<file path="src/rtl/adc_sequencer_pkg.sv">
// ============================================================================
// Package  : adc_sequencer_pkg
// Brief    : Shared state encoding, ADC field widths and aux word packing.
// Revision : 1.0 - initial release
// ============================================================================
`default_nettype none

package adc_sequencer_pkg;

    localparam int c_ch_w         = 5;
    localparam int c_data_w       = 12;
    localparam int c_aux_w        = 32;
    localparam int c_aux_ch_lsb   = 16;
    localparam int c_aux_data_lsb = 0;

    typedef enum logic [2:0] {
        S_IDLE       = 3'd0,
        S_CMD_AUDIO  = 3'd1,
        S_WAIT_AUDIO = 3'd2,
        S_AUX_SEL    = 3'd3,
        S_CMD_AUX    = 3'd4,
        S_WAIT_AUX   = 3'd5
    } state_t;

    function automatic logic [c_aux_w-1:0] pack_aux(
        input logic [c_ch_w-1:0]   ch,
        input logic [c_data_w-1:0] data
    );
        logic [c_aux_w-1:0] r;
        r = '0;
        r[c_aux_ch_lsb +: c_ch_w]     = ch;
        r[c_aux_data_lsb +: c_data_w] = data;
        return r;
    endfunction

endpackage

`default_nettype wire

</file>
<file path="src/rtl/adc_sequencer_rr_picker.sv">
// ============================================================================
// Module   : adc_sequencer_rr_picker
// Brief    : Finds the next enabled aux index strictly after the last one, with wrap.
// Revision : 1.0 - initial release
// ============================================================================
`default_nettype none

module adc_sequencer_rr_picker #(
    parameter int COUNT = 4,
    parameter int IDX_W = 2
) (
    input  logic [COUNT-1:0] i_mask,
    input  logic [IDX_W-1:0] i_last,
    output logic [IDX_W-1:0] o_idx,
    output logic             o_found
);

    int w_cand;

    // Walk from the farthest candidate down to the nearest so the nearest wins.
    always_comb begin
        o_idx   = i_last;
        o_found = 1'b0;
        w_cand  = 0;
        for (int k = COUNT; k >= 1; k--) begin
            w_cand = int'(i_last) + k;
            if (w_cand >= COUNT) begin
                w_cand = w_cand - COUNT;
            end
            if (i_mask[IDX_W'(w_cand)]) begin
                o_idx   = IDX_W'(w_cand);
                o_found = 1'b1;
            end
        end
    end

endmodule

`default_nettype wire

</file>
<file path="src/rtl/adc_sequencer.sv">
// ============================================================================
// Module   : adc_sequencer
// Brief    : Periodic audio + round-robin aux scheduler for the on-chip ADC.
// Revision : 1.0 - initial release
// ============================================================================
`default_nettype none

module adc_sequencer
    import adc_sequencer_pkg::*;
#(
    parameter int AUDIO_CHANNEL = 1,
    parameter int AUX_BASE      = 2,
    parameter int AUX_COUNT     = 4,
    parameter int AUDIO_PERIOD  = 200,
    parameter int TIMEOUT       = 64
) (
    input  logic                 clk,
    input  logic                 rst,
    input  logic                 run_in,
    input  logic [AUX_COUNT-1:0] aux_mask_in,
    input  logic                 status_clear_in,
    output logic                 command_valid,
    output logic [c_ch_w-1:0]    command_channel,
    output logic                 command_startofpacket,
    output logic                 command_endofpacket,
    input  logic                 command_ready,
    input  logic                 response_valid,
    input  logic [c_ch_w-1:0]    response_channel,
    input  logic [c_data_w-1:0]  response_data,
    output logic [c_data_w-1:0]  audio_out,
    output logic                 audio_stb_out,
    output logic [c_aux_w-1:0]   aux_out,
    output logic                 aux_stb_out,
    input  logic                 aux_ack_in,
    output logic                 overrun_out,
    output logic                 timeout_out
);

    localparam int c_idx_w = (AUX_COUNT > 1) ? $clog2(AUX_COUNT) : 1;
    localparam int c_per_w = $clog2(AUDIO_PERIOD);
    localparam int c_tmr_w = $clog2(TIMEOUT) + 1;
    localparam logic [c_ch_w-1:0] c_audio_ch = c_ch_w'(AUDIO_CHANNEL);

    state_t               r_state;
    state_t               w_state_nxt;
    logic [c_per_w-1:0]   r_period_cnt;
    logic                 r_pending;
    logic [c_tmr_w-1:0]   r_timer;
    logic [c_idx_w-1:0]   r_rr_idx;
    logic [c_idx_w-1:0]   r_cur_idx;
    logic [c_data_w-1:0]  r_audio;
    logic                 r_audio_stb;
    logic [c_aux_w-1:0]   r_aux;
    logic                 r_aux_stb;
    logic                 r_overrun;
    logic                 r_timeout;

    logic [c_idx_w-1:0]   w_pick_idx;
    logic                 w_pick_found;
    logic [c_ch_w-1:0]    w_aux_ch;
    logic                 w_tick;
    logic                 w_timer_exp;
    logic                 w_consume;
    logic                 w_audio_hit;
    logic                 w_aux_hit;
    logic                 w_mismatch;
    logic                 w_expire;

    adc_sequencer_rr_picker #(
        .COUNT (AUX_COUNT),
        .IDX_W (c_idx_w)
    ) u_rr_picker (
        .i_mask  (aux_mask_in),
        .i_last  (r_rr_idx),
        .o_idx   (w_pick_idx),
        .o_found (w_pick_found)
    );

    assign w_aux_ch    = c_ch_w'(AUX_BASE) + c_ch_w'(r_cur_idx);
    assign w_tick      = run_in && (r_period_cnt == c_per_w'(AUDIO_PERIOD - 1));
    assign w_timer_exp = (r_timer == c_tmr_w'(TIMEOUT - 1));

    always_comb begin
        w_state_nxt = r_state;
        w_consume   = 1'b0;
        w_audio_hit = 1'b0;
        w_aux_hit   = 1'b0;
        w_mismatch  = 1'b0;
        w_expire    = 1'b0;
        case (r_state)
            S_IDLE: begin
                if (r_pending && run_in) begin
                    w_consume   = 1'b1;
                    w_state_nxt = S_CMD_AUDIO;
                end
            end
            S_CMD_AUDIO: begin
                if (command_ready) w_state_nxt = S_WAIT_AUDIO;
            end
            S_WAIT_AUDIO: begin
                if (response_valid && response_channel == c_audio_ch) begin
                    w_audio_hit = 1'b1;
                    w_state_nxt = run_in ? S_AUX_SEL : S_IDLE;
                end else begin
                    w_mismatch = response_valid;
                    if (w_timer_exp) begin
                        w_expire    = 1'b1;
                        w_state_nxt = S_IDLE;
                    end
                end
            end
            S_AUX_SEL: begin
                // An unacked aux result blocks the slot rather than being overwritten.
                if (run_in && w_pick_found && !r_aux_stb) w_state_nxt = S_CMD_AUX;
                else                                      w_state_nxt = S_IDLE;
            end
            S_CMD_AUX: begin
                if (command_ready) w_state_nxt = S_WAIT_AUX;
            end
            S_WAIT_AUX: begin
                if (response_valid && response_channel == w_aux_ch) begin
                    w_aux_hit   = 1'b1;
                    w_state_nxt = S_IDLE;
                end else begin
                    w_mismatch = response_valid;
                    if (w_timer_exp) begin
                        w_expire    = 1'b1;
                        w_state_nxt = S_IDLE;
                    end
                end
            end
            default: w_state_nxt = S_IDLE;
        endcase
    end

    always_ff @(posedge clk) begin
        if (rst) begin
            r_state      <= S_IDLE;
            r_period_cnt <= '0;
            r_pending    <= 1'b0;
            r_timer      <= '0;
            r_rr_idx     <= '0;
            r_cur_idx    <= '0;
            r_audio      <= '0;
            r_audio_stb  <= 1'b0;
            r_aux        <= '0;
            r_aux_stb    <= 1'b0;
            r_overrun    <= 1'b0;
            r_timeout    <= 1'b0;
        end else begin
            r_state <= w_state_nxt;

            if (!run_in || w_tick) r_period_cnt <= '0;
            else                   r_period_cnt <= r_period_cnt + c_per_w'(1);

            r_pending <= run_in && (w_tick || (r_pending && !w_consume));

            if (r_state == S_CMD_AUDIO || r_state == S_CMD_AUX) begin
                r_timer <= '0;
            end else if (r_state == S_WAIT_AUDIO || r_state == S_WAIT_AUX) begin
                r_timer <= r_timer + c_tmr_w'(1);
            end

            if (r_state == S_AUX_SEL) r_cur_idx <= w_pick_idx;
            // A timed-out aux still counts as issued so a dead channel cannot starve the rest.
            if (w_aux_hit || (r_state == S_WAIT_AUX && w_expire)) r_rr_idx <= r_cur_idx;

            r_audio_stb <= w_audio_hit;
            if (w_audio_hit) r_audio <= response_data;

            if (w_aux_hit) begin
                r_aux     <= pack_aux(response_channel, response_data);
                r_aux_stb <= 1'b1;
            end else if (aux_ack_in) begin
                r_aux_stb <= 1'b0;
            end

            if (w_tick && r_pending && !w_consume) r_overrun <= 1'b1;
            else if (status_clear_in)              r_overrun <= 1'b0;

            if (w_mismatch || w_expire) r_timeout <= 1'b1;
            else if (status_clear_in)   r_timeout <= 1'b0;
        end
    end

`ifndef SYNTHESIS
    always @(posedge clk) begin
        if (!rst) begin
            assert (!(w_aux_hit && r_aux_stb));
        end
    end
`endif

    assign command_valid         = (r_state == S_CMD_AUDIO) || (r_state == S_CMD_AUX);
    assign command_channel       = (r_state == S_CMD_AUDIO) ? c_audio_ch :
                                   (r_state == S_CMD_AUX)   ? w_aux_ch   : '0;
    assign command_startofpacket = command_valid;
    assign command_endofpacket   = command_valid;
    assign audio_out             = r_audio;
    assign audio_stb_out         = r_audio_stb;
    assign aux_out               = r_aux;
    assign aux_stb_out           = r_aux_stb;
    assign overrun_out           = r_overrun;
    assign timeout_out           = r_timeout;

endmodule

`default_nettype wire

</file>
<file path="config.mk">
export PLATFORM = sky130hd
export DESIGN_NAME = adc_sequencer
export DESIGN_NICKNAME = d
export VERILOG_FILES = /design/src/rtl/adc_sequencer_pkg.sv /design/src/rtl/adc_sequencer_rr_picker.sv /design/src/rtl/adc_sequencer.sv
export SDC_FILE = /design/constraint.sdc
export NUM_CORES = 1
export LEC_CHECK = 0
export BUFFER_PORTS_ARGS = -buffer_cell sky130_fd_sc_hd__buf_2
export CORE_MARGIN = 3
export CORE_UTILIZATION = 40
export DETAILED_ROUTE_END_ITERATION = 6
export PLACE_DENSITY = 0.7
export SYNTH_ARGS = -nofsm -noshare
export SYNTH_HDL_FRONTEND = slang
export SYNTH_HIERARCHICAL = 1
export SYNTH_SLANG_ARGS = --single-unit
</file>
<file path="constraint.sdc">
create_clock -name clk -period 1.85 [get_ports clk]
set_input_delay 0.37 -clock clk [delete_from_list [all_inputs] [get_ports clk]]
set_output_delay 0.37 -clock clk [all_outputs]
set_load 0.01 [all_outputs]
</file>
==> summary.md <==
| Metric | Value |
|---|---|
| Register area | 1121 µm² |
| Cell Count, Final, Fillers Out | 436 |
| Reg2Reg Launch Point | r_cur_idx[1] |
| FFs w/ async S/R, synth | 0 |
| M1 GR Usage | 0.2102 |
| Cts hold-fix bufs | 0 |
| Final Max Slew Viols | 0 |
| Die Ht | between 80 and 90 µm |
| M3 GR Usage | 0.04892 |
| Synth area leaders | dfxtp_1, mux2i_1, nor2_1, buf_4, xor2_1 |
| CP max FO | 16 |
| Power Total | roughly 2.6 mW |
| H-tree depth | 2 |
| Hold path start | response_data[5] |
| R2r worst-path depth | 5 |
| Seq/Total Area, Yosys | 0.4216 |
| Starting Density | 0.4163 |
| Area Overhead vs Synth | 19.81% |
| Final nets | 388 |
| Hold Path Class | in2reg |
| Area occupied by multi-input gates | between 1000 and 1500 µm² |
| Post-synth top area share | 0.4216 |
| Post-synth EDFFs | 0 |
| Drt total wl | approximately 5.7 mm |
| Worst path slowest cell | nor4b_1 |
| Avg Inst Size Synth | approximately 9.3 µm² |
| Remaining antenna violation count | 0 |
| Pre-antenna DRT Iters | 4 |
| Die area | roughly 7700 µm² |
| Max-cap violations | 0 |
| Site Rows | 29 |
| Cell count after synthesis | ~290 |
| Flop-to-flop setup slack | between 100 and 150 ps |
| Cell count after placement | roughly 430 |
| RSZ-0062 raised after global routing | yes |
| Final period util | 0.9549 |
| Clk Tree Root Cell | clkbuf_8 |
| DRC | 0 |
| Die width | between 80 and 90 µm |
| Setup WS pre-CTS | -85.07 ps |
| First-pass GRT wire length | between 9 and 10 mm |
| Via density | 4.995 |
| WS Path Type | reg2out |
| DR WL/cell | 13.11 µm |
| Layer carrying the most global-route usage | met2 |
| Netlist Area Pre-Place | around 2700 µm² |
| Peak supply drop | about 0.46 mV |
| Antenna Cells | 0 |
| Clock transition at path regs | 110 ps |
| Grt ovf | 0 |
| Final min period | about 1800 ps |
| Top_reg_cell synth | dfxtp_1 |
| HPWL after DPL | between 4 and 5 mm |
| Max Clock Freq | roughly 0.57 GHz |
| Required time worst endpoint | 1480 ps |
| Fin worst setup slack | 83.52 ps |
| Clock Latency Late Sink | 310 ps |
| Cell area power density | between 800 and 900 nW/µm² |
| Ys Warns | 6 |
| Worst Hold Endpoint | audio_out[5] |
| IO Pins | 84 |
| Iteration-0 DRC count of the detailed router | around 120 |
| Fillers | about 620 |
| P_leak | ~1.5 nW |
| Post-synth top area cell | dfxtp_1 |
| Reg-to-reg endpoint | aux_out[11] |
| Vias in the first global route | between 1,500 and 2,000 |
| CTS Buf Count | 5 |
| CP endpoint kind | output port |
| Layout cell share with drive strength beyond 1 | 0.2813 |
| Clock sinks | 56 |
| Setup-failing EPs final | 0 |
| WHS | 298.5 ps |
| Final Hold Viols | 0 |
| Max Buffers Root-to-Sink | 2 |
| Clk_skew | around 8.3 ps |
| CTS tree | done |
| Distinct cells, synth | 52 |
| Largest net degree at the start of global routing | 48 |
| Crit path DAT | roughly 1400 ps |
| Vias | 2,178 |
| IO buf count | 66 |
| Slowest stage delay, CP | between 300 and 400 ps |
| Antenna violations before repair | 0 |
| Hold Crit Depth | 3 |
| Routability cong. | around 0.85 |
| Count leader, synth | dfxtp_1 |
| GR Layer Usage met2 | 0.2219 |
| Synthesis-stage register bit count | between 50 and 60 |
| Total track usage | 0.1502 |
| CP Cell Sequence | buf_4 -> nor4b_1 -> buf_2 |
| Status | completed |
| Critical Path Source Type | flop |
| Core area | approximately 6400 µm² |
| Synth top cells by count | dfxtp_1, nor2_1, mux2i_1, buf_4, nand2b_1 |
-- cell type report --
type | instances | area share
clock inverters | 3 | 0.01453
multi-input cells | 203 | 0.4238
flip-flops and latches | 56 | 0.3519
inverters | 8 | 0.009427
clock buffers | 5 | 0.02160
well taps | 77 | 0.03024
repair buffers | 84 | 0.1485
-- sequential cells by signal, indices dropped and copies added, names as in the netlist, 2 cells and up --
signal        count
audio_out        12
aux_out          17
r_cur_idx         2
r_period_cnt      8
r_rr_idx          2
r_state           3
r_timer           7
-- worst max path at each step --
stage	end	start
global route	aux_out[16]	r_cur_idx[1]
floorplan	aux_out[10]	response_valid
detailed placement	aux_out[10]	response_channel[2]
global placement	aux_out[16]	response_channel[2]
CTS	command_startofpacket	r_state[2]
finish	command_channel[1]	r_state[1]
-- metrics by stage --
stage | area (µm²) | TNS [ps] | utilization
floorplan | 2719 | 0 | -
global placement | 3052 | -6.308 | 0.4779
detailed placement | 3052 | -859.8 | 0.4779
CTS | 3171 | 0 | 0.4965
global route | 3186 | -13.29 | 0.4988
finish | 3186 | 0 | 0.4988
-- power breakdown --
| group | switching (mW) | internal [mW] | leakage, nW | total [mW] |
|---|---|---|---|---|
| sequential | 0.0227 | 1.24 | 0.451 | 1.26 |
| clock | 0.410 | 0.408 | 0.0548 | 0.819 |
| combinational | 0.309 | 0.237 | 0.980 | 0.546 |
-- kinds of logic (layout without fill, tap and decap cells) --
kind of cell               after synthesis  in the layout  share of synthesized area
AOI/OAI and AO/OA                       38             38                    0.09977
xor gates and xnor gates                12             12                    0.03953
adders and majority gates                2              2                   0.009410
buffers and inverters                   44            100                    0.09929
DFF                                     56             56                     0.4216
muxes                                   33             33                     0.1242
other                                    1             17                   0.001410
and+or+nand+nor                        101            101                     0.2047
-- critical path: cells and delay by family, from the launching register on --
kind	cells	cell delay, ps
buf+inv	2	390
flops	1	340
simple gates	1	360
-- layer usage --
layer | part of all wire | wire length [µm]
met1 | 0.47 | 2688
met2 | 0.43 | 2469
met3 | 0.086 | 493
met4 | 0.011 | 63
met5 | 0 | 0
-- layout by cell type, fill, tap and decap left out, drive strengths merged, types with 3 or more instances in the layout --
cell,synthesis,final
nor2,47,47
and3,3,3
o21ai,6,6
nor4b,3,3
nand2,4,4
nand3b,3,3
xor2,11,11
a211oi,3,3
buf,25,84
or3b,3,3
mux2i,33,33
inv,8,9
nor4bb,3,3
nand2b,12,12
a21oi,11,11
nand3,6,6
conb,1,17
nor3b,3,3
dfxtp,56,56
clkbuf,11,5
-- what timing repair did --
item	in CTS	in global routing
setup endpoints to repair	3	8
pin swaps	0	1
buffers inserted	0	1
gates resized for setup	1	2
No activity file was read; power rests on OpenSTA's default activity.
